`config.mk`:
```
export PLATFORM = sky130hd
export DESIGN_NAME = ifetch_unit
export DESIGN_NICKNAME = d
export VERILOG_FILES = /design/src/rtl/ifetch_unit.sv
export SDC_FILE = /design/constraint.sdc
export NUM_CORES = 1
export LEC_CHECK = 0
export CORE_ASPECT_RATIO = 1.4
export CORE_MARGIN = 8
export CORE_UTILIZATION = 50
export DETAILED_ROUTE_END_ITERATION = 10
export PLACE_DENSITY = 0.92
export SYNTH_ARGS = -nofsm -noshare
export SYNTH_HDL_FRONTEND = slang
export SYNTH_SLANG_ARGS = --single-unit
```
`constraint.sdc`:
```
create_clock -name clk -period 5.5 [get_ports clk]
set_input_delay 1.1 -clock clk [delete_from_list [all_inputs] [get_ports clk]]
set_output_delay 1.1 -clock clk [all_outputs]
set_load 0.01 [all_outputs]
```
`src/rtl/ifetch_unit.sv`:
```
// Instruction fetch sequencer: steps the PC counter, assembles 16/32-bit
// instructions from halfword memory and presents them through a valid/ready register.
//
// state  | meaning
// BOOT   | first cycle after reset; counter wraps from all-ones to 0
// FETCH  | decoding the halfword at pc_in as a short instr or a long hi
// FETCH2 | hi captured; pc_in now points at the long instr's low half
module ifetch_unit #(
  parameter int ADDR_W = 10
) (
  input  logic              clk,
  input  logic              rst,
  input  logic [ADDR_W-1:0] pc_in,
  input  logic [15:0]       mem_data,
  output logic              pc_en,
  output logic              pc_dir,
  output logic              pc_jmp,
  output logic [ADDR_W-1:0] pc_jmp_loc,
  input  logic              stall,
  input  logic              redirect,
  input  logic [ADDR_W-1:0] redirect_addr,
  output logic [31:0]       instr_out,
  output logic [ADDR_W-1:0] instr_pc,
  output logic              instr_valid,
  input  logic              instr_ready
);

  typedef enum logic [1:0] {BOOT, FETCH, FETCH2} state_t;

  state_t            state_q, state_d;
  logic [31:0]       instr_out_q, instr_out_d;
  logic [ADDR_W-1:0] instr_pc_q, instr_pc_d;
  logic              instr_valid_q, instr_valid_d;
  logic [15:0]       hi_reg_q, hi_reg_d;
  logic [ADDR_W-1:0] hi_pc_q, hi_pc_d;
  logic              slot_free;

  assign slot_free   = !instr_valid_q || instr_ready;
  assign pc_dir      = 1'b1;
  assign instr_out   = instr_out_q;
  assign instr_pc    = instr_pc_q;
  assign instr_valid = instr_valid_q;

  always_ff @(posedge clk or posedge rst) begin
    if (rst) begin
      state_q       <= BOOT;
      instr_out_q   <= '0;
      instr_pc_q    <= '0;
      instr_valid_q <= 1'b0;
      hi_reg_q      <= '0;
      hi_pc_q       <= '0;
    end else begin
      state_q       <= state_d;
      instr_out_q   <= instr_out_d;
      instr_pc_q    <= instr_pc_d;
      instr_valid_q <= instr_valid_d;
      hi_reg_q      <= hi_reg_d;
      hi_pc_q       <= hi_pc_d;
    end
  end

  always_comb begin
    state_d       = state_q;
    instr_out_d   = instr_out_q;
    instr_pc_d    = instr_pc_q;
    instr_valid_d = instr_valid_q && !instr_ready;
    hi_reg_d      = hi_reg_q;
    hi_pc_d       = hi_pc_q;
    pc_en         = 1'b0;
    pc_jmp        = 1'b0;
    pc_jmp_loc    = '0;

    // Counter controls stay quiet while reset is held, even if redirect is high.
    if (!rst) begin
      if (redirect) begin
        pc_en         = 1'b1;
        pc_jmp        = 1'b1;
        pc_jmp_loc    = redirect_addr;
        instr_valid_d = 1'b0;
        state_d       = FETCH;
      end else if (!stall) begin
        case (state_q)
          BOOT: begin
            pc_en   = 1'b1;
            state_d = FETCH;
          end
          FETCH: begin
            // A long hi is captured even under backpressure; the wait happens in FETCH2.
            if (mem_data[15]) begin
              hi_reg_d = mem_data;
              hi_pc_d  = pc_in;
              pc_en    = 1'b1;
              state_d  = FETCH2;
            end else if (slot_free) begin
              instr_out_d   = {16'h0000, mem_data};
              instr_pc_d    = pc_in;
              instr_valid_d = 1'b1;
              pc_en         = 1'b1;
            end
          end
          FETCH2: begin
            if (slot_free) begin
              instr_out_d   = {hi_reg_q, mem_data};
              instr_pc_d    = hi_pc_q;
              instr_valid_d = 1'b1;
              pc_en         = 1'b1;
              state_d       = FETCH;
            end
          end
          default: state_d = BOOT;
        endcase
      end
    end
  end

endmodule

```
==> results of run 1 <==
state kept, by name (all words and copies together) (netlist names):
register and count:
hi_reg_q 16, state_q 2, instr_valid 1, instr_pc 10
instr_out 32, hi_pc_q 10
synthesized netlist by cell type:
master     n
and2_1    10
inv_1      6
a21o_1     1
ha_1       5
conb_1     1
dfrtp_1   71
o21ai_0   18
or4b_1     1
buf_1      2
nand2_1   47
o41ai_1    1
nor4_1     1
nand2b_1   2
a21oi_1    2
clkbuf_1   6
nor2b_1    1
buf_4      1
mux2_2    25
mux2i_1   11
mux2_4    15
nor2_1     4
or2_2      1
o21ai_1   10
buf_6      2
a31oi_1    2
or3_1      1
buf_2      4
a31o_2     1
kinds of logic after synthesis:
group                      after synthesis  share of synthesized area, %
buffers and inverters                   21                         3.362
AOI/OAI and AO/OA                       35                         6.150
DFF                                     71                         58.22
other                                    1                        0.1229
and+or+nand+nor                         68                         9.881
adders and majority gates                5                         2.050
muxes                                   51                         20.21
layout make-up:
class | instances | area, sq um | share of cell area (%)
Inverter | 6 | 22.52 | 0.5352
Multi-Input combinational cell | 160 | 1175 | 27.92
Timing Repair Buffer | 99 | 980.9 | 23.31
Clock buffer | 10 | 127.6 | 3.033
Tap cell | 70 | 87.58 | 2.081
Clock inverter | 6 | 37.54 | 0.8921
Sequential cell | 71 | 1777 | 42.22
power breakdown:
part           internal, W  switching (W)  leakage (nW)  total, W
Sequential        0.000681      0.0000870         0.887  0.000768
Clock             0.000161       0.000189        0.0781  0.000350
Combinational     0.000330       0.000190         0.870  0.000519
layer usage:
metal	track usage, %	vias up
li1	-	1034
met1	19.12	1035
met2	26.94	74
met3	5.565	8
met4	7.935	0
met5	0	-
metrics by stage:
step	cells	setup WS (ns)	total power (W)	utilization [%]	cell area [sq um]
5_1_grt	422	1.472	0.001734	71.77	4208
3_3_place_gp	406	1.631	0.001278	68.95	4043
4_1_cts	422	1.605	0.001661	71.77	4208
6_report	422	1.614	0.001638	71.77	4208
2_1_floorplan	252	0.8930	0.001020	-	3052
3_5_place_dp	406	1.624	0.001305	68.95	4043
critical path, stage by stage:
cell and delay (ns):
clkdlybuf4s50_1 0.53, nand2_1 0.11, a21oi_1 0.15, nor2_1 0.05
o41ai_1 0.24, clkdlybuf4s50_1 0.60
worst min path at each step:
stage	cells past startpoint	end	slack, ns
after floorplan	1	hi_reg_q[15]	0.44
after global placement	1	hi_reg_q[15]	0.45
after detailed placement	1	hi_reg_q[15]	0.46
after CTS	1	hi_reg_q[15]	0.48
after global routing	1	hi_reg_q[15]	0.49
final	1	hi_reg_q[15]	0.47
==> results.sh, run 1 <==
export IMPL_outcome="complete, no violations"
export IMPL_r2r_setup_slack_ns=3.14
export IMPL_clk_path_buf_depth=2
export IMPL_period_minus_slack_ns=3.886
export IMPL_fin_skew_ns=0.009427
export IMPL_timing_rr_start="state_q[1]"
export IMPL_yosysWarnings=0
export IMPL_path_class="input port to output pin"
export IMPL_setup_viol=0
export IMPL_end_kind="output pin"
export IMPL_synth_fp_nets=298
export IMPL_die_h_um=108.4
export IMPL_fin_crit_sh_pct=70.65
export IMPL_port_buffers=95
export IMPL_wl_met2_um=3557
export IMPL_ctsHtreeMaxLevel=3
export IMPL_p_leak_nw=1.836
export IMPL_yosys_area_top_type="dfrtp_1"
export IMPL_drv_cap=0
export IMPL_cts_repair_resized=0
export IMPL_slew_viol_final=0
export IMPL_netlist_area_sq_um=3052
export IMPL_grt_util_all_layers_pct=16.63
export IMPL_worst_pin_slew_ns=0.8910
export IMPL_synth_cells=252
export IMPL_top_layer="met4"
export IMPL_startpoint_type="input port"
export IMPL_post_cts_setup_buffers=0
export IMPL_rr_worst_depth=6
export IMPL_wl_met1_um=2818
export IMPL_r2r_end="instr_out[8]"
export IMPL_final_common_cell="clkdlybuf4s50_1"
export IMPL_cts_root_buf="clkbuf_8"
export IMPL_syn_area_per_cell_sq_um=12.11
export IMPL_slew_headroom_pct=40.60
export IMPL_area_growth_syn_to_layout_pct=37.88
export IMPL_die_x_um=82.03
export IMPL_first_iter_violations=90
export IMPL_clock_latency_ns=0.34
export IMPL_initial_core_util_pct=52.05
export IMPL_startpoint="mem_data[15]"
export IMPL_viasPerCell=5.097
export IMPL_required_ns=4.40
export IMPL_via_count=2151
export IMPL_ir_worst_vdd_mv=0.2461
export IMPL_finalHoldViolCount=0
export IMPL_core_sq_um=5863
export IMPL_rsz0062_at_grt="no"
export IMPL_drc=0
export IMPL_p_per_area_nw_per_um2=389.3
export IMPL_tns_ns=0
export IMPL_ys_ff_latch=71
export IMPL_endpoint="pc_en"
export IMPL_drive_gt1_share_pct=18.18
export IMPL_n_fill_cell=438
export IMPL_hold_path_class="flop to flop"
export IMPL_cts_tree="yes"
export IMPL_io_pins=97
export IMPL_clock_fmax_mhz=257.3
export IMPL_grt_ovfl_total=0
export IMPL_hpwl_um=5005
export IMPL_path_clk_slew_ns=0.07
export IMPL_clock_sinks=71
export IMPL_antennaDiodeCount=0
export IMPL_path_max_fanout=4
export IMPL_nNetsFinal=393
export IMPL_wl_met3_um=551
export IMPL_synth_area_top_cells="dfrtp_1, mux2_2, mux2_4"
export IMPL_grt_pass1_wl_um=11410
export IMPL_min_from="hi_reg_q[15]"
export IMPL_cp_data_arrival_time_ns=2.79
export IMPL_mostFrequentLayoutCells="clkdlybuf4s50_1, dfrtp_1, nand2_1"
export IMPL_synth_top_area_share_pct=58.22
export IMPL_wl_per_cell_um=16.71
export IMPL_ant_nets=0
export IMPL_grt_pass1_vias=2340
export IMPL_wl_um=7051
export IMPL_antenna_found_initial=0
export IMPL_cts_made_buffers=9
export IMPL_yosysSeqAreaShare_pct=58.22
export IMPL_postCtsHoldBufs=0
export IMPL_synth_cell_type_count=28
export IMPL_routabilityCongestion=0.8683
export IMPL_die_area_sq_um=8894
export IMPL_first_pass_iters=4
export IMPL_grt_max_degree=73
export IMPL_row_count=33
export IMPL_hold_slack_ns=0.4720
Note: power is estimated with default switching activity, not from simulation.
==> run 2: changes to the inputs <==
--- a/config.mk
+++ b/config.mk
@@ -7,9 +7,9 @@
 export LEC_CHECK = 0
 export CORE_ASPECT_RATIO = 1.4
 export CORE_MARGIN = 8
-export CORE_UTILIZATION = 50
+export CORE_UTILIZATION = 42
 export DETAILED_ROUTE_END_ITERATION = 10
-export PLACE_DENSITY = 0.92
+export PLACE_DENSITY = 0.83
 export SYNTH_ARGS = -nofsm -noshare
 export SYNTH_HDL_FRONTEND = slang
 export SYNTH_SLANG_ARGS = --single-unit
==> constraint.sdc (replaced) <==
create_clock -name clk -period 3.3 [get_ports clk]
set_input_delay 0.66 -clock clk [delete_from_list [all_inputs] [get_ports clk]]
set_output_delay 0.66 -clock clk [all_outputs]
set_load 0.01 [all_outputs]
==> run 2 against run 1 <==
Non-clock buffer count grew 2. First-iteration DRC count increased by 5.6%. Count of clock-buffer cells in the layout is 1 higher. Critical path depth stayed put. Core utilization shrank 11 points. Clock power rose by 140%. Critical endpoint unchanged.
==> results.sh, run 2 (synthesis results as in run 1) <==
export IMPL_die_area_sq_um=10290
export IMPL_grt_pass1_wl_um=11010
export IMPL_ctsHtreeMaxLevel=3
export IMPL_io_pins=97
export IMPL_clock_sinks=71
export IMPL_nNetsFinal=395
export IMPL_port_buffers=95
export IMPL_min_from="hi_reg_q[15]"
export IMPL_area_growth_syn_to_layout_pct=42.97
export IMPL_finalWorstSetupSlack_ns=0.2588
export IMPL_timing_rr_start="state_q[1]"
export IMPL_via_count=2150
export IMPL_row_count=37
export IMPL_drive_gt1_share_pct=18.93
export IMPL_finalHoldViolCount=0
export IMPL_placed_area_sq_um=4108
export IMPL_worstPathCellList="clkdlybuf4s50_1 > nand2_1 > a21oi_1 > nor2_1 > o41ai_1 > clkdlybuf4s50_1"
export IMPL_pre_cts_ws_ns=0.2965
export IMPL_hpwl_um=4989
export IMPL_crit_top_cell="clkdlybuf4s50_1"
export IMPL_grt_max_degree=73
export IMPL_period_minus_slack_ns=3.041
export IMPL_setup_viol=0
export IMPL_slew_viol_final=0
export IMPL_antenna_found_initial=0
export IMPL_grt_ovfl_total=0
export IMPL_cts_made_buffers=9
export IMPL_hold_path_class="flop to flop"
export IMPL_largest_register_ffs=32
export IMPL_cp_slowest_cell="clkdlybuf4s50_1"
export IMPL_dp_cells=435
export IMPL_tns_ns=0
export IMPL_fin_skew_ns=0.008579
export IMPL_final_common_cell="clkdlybuf4s50_1"
export IMPL_slew_headroom_pct=41.43
export IMPL_stdcell_count=451
export IMPL_postCtsHoldBufs=0
export IMPL_viasPerCell=4.767
export IMPL_critPathBufInv=2
export IMPL_path_class="input port to output pin"
export IMPL_startpoint="mem_data[15]"
export IMPL_fin_crit_sh_pct=92.16
export IMPL_path_max_fanout=4
export IMPL_startpoint_type="input port"
export IMPL_die_x_um=88.04
export IMPL_crit_family="buffers and inverters"
export IMPL_path_clk_slew_ns=0.08
export IMPL_grt_pass1_vias=2264
export IMPL_routabilityCongestion=0.8219
export IMPL_antennaDiodeCount=0
export IMPL_fin_area_sq_um=4363
export IMPL_p_per_area_nw_per_um2=685.9
export IMPL_rsz0062_at_grt="no"
export IMPL_wl_per_cell_um=15.08
export IMPL_clock_latency_ns=0.33
export IMPL_die_h_um=116.9
export IMPL_clock_fmax_mhz=328.8
export IMPL_first_iter_violations=95
export IMPL_drv_cap=0
export IMPL_outcome="complete, no violations"
export IMPL_core_sq_um=7222
export IMPL_cts_repair_resized=0
export IMPL_post_cts_setup_buffers=0
export IMPL_ir_worst_vdd_mv=0.3078
export IMPL_clk_path_buf_depth=2
export IMPL_grt_util_all_layers_pct=13.86
export IMPL_required_ns=2.64
export IMPL_drc=0
export IMPL_cts_root_buf="clkbuf_8"
export IMPL_n_fill_cell=625
export IMPL_wl_um=6801
export IMPL_worst_pin_slew_ns=0.8785
export IMPL_mostFrequentLayoutCells="clkdlybuf4s50_1, dfrtp_1, nand2_1"
export IMPL_cts_tree="yes"
export IMPL_p_leak_nw=1.899
export IMPL_first_pass_iters=4
export IMPL_initial_core_util_pct=42.26
export IMPL_end_kind="output pin"
export IMPL_cp_data_arrival_time_ns=2.38
export IMPL_cpPeakStageDelay_ns=0.61
export IMPL_ant_nets=0
-- run 2: layout make-up --
cell class | instances | area (sq um) | area share [%]
multi-input cells | 160 | 1175 | 26.93
well taps | 97 | 121.4 | 2.782
inverters | 6 | 26.28 | 0.6022
clock inverters | 5 | 103.9 | 2.380
repair buffers | 101 | 1008 | 23.11
flip-flops and latches | 71 | 1777 | 40.72
clock buffers | 11 | 151.4 | 3.470
-- run 2: final timing paths --
kind	slack, ns	depth (start not counted)	to
max in group asynchronous	1.64	3	instr_out[20]
max	0.26	6	pc_en
max reg2reg	1.06	6	instr_out[5]
min	0.48	1	hi_reg_q[15]
min reg2reg	0.48	1	hi_reg_q[15]
min in group asynchronous	1.09	3	state_q[0]
-- run 2: report_power, final --
part	leakage, nW	internal, W	switching, W
Combinational	0.882	0.000552	0.000311
Sequential	0.887	0.00114	0.000143
Clock	0.130	0.000544	0.000307
-- run 2: per-stage QoR --
step | power (W) | hold slack [ns] | util [%]
floorplan | 0.001700 | 0.4400 | -
global placement | 0.002139 | 0.4521 | 56.88
detailed placement | 0.002174 | 0.4594 | 56.88
CTS | 0.003039 | 0.4776 | 60.41
global route | 0.003164 | 0.5062 | 60.41
finish | 0.002993 | 0.4782 | 60.41
-- run 2: per-layer routing --
layer  vias up  share of wire [%]  global-route usage (%)
met3         8                7.1                   4.193
li1       1039                  -                       -
met1      1028                 39                   15.66
met5         -                  0                       0
met2        75                 52                   23.31
met4         0                1.6                   6.569
==> run 3: changes to the inputs <==
--- a/config.mk
+++ b/config.mk
@@ -8,6 +8,7 @@
 export CORE_ASPECT_RATIO = 1.4
 export CORE_MARGIN = 8
 export CORE_UTILIZATION = 42
+export CTS_CLUSTER_SIZE = 12
 export DETAILED_ROUTE_END_ITERATION = 10
 export PLACE_DENSITY = 0.83
 export SYNTH_ARGS = -nofsm -noshare
==> results of run 3 <==
Final layout, timing and power as in run 2 (identical DEF).
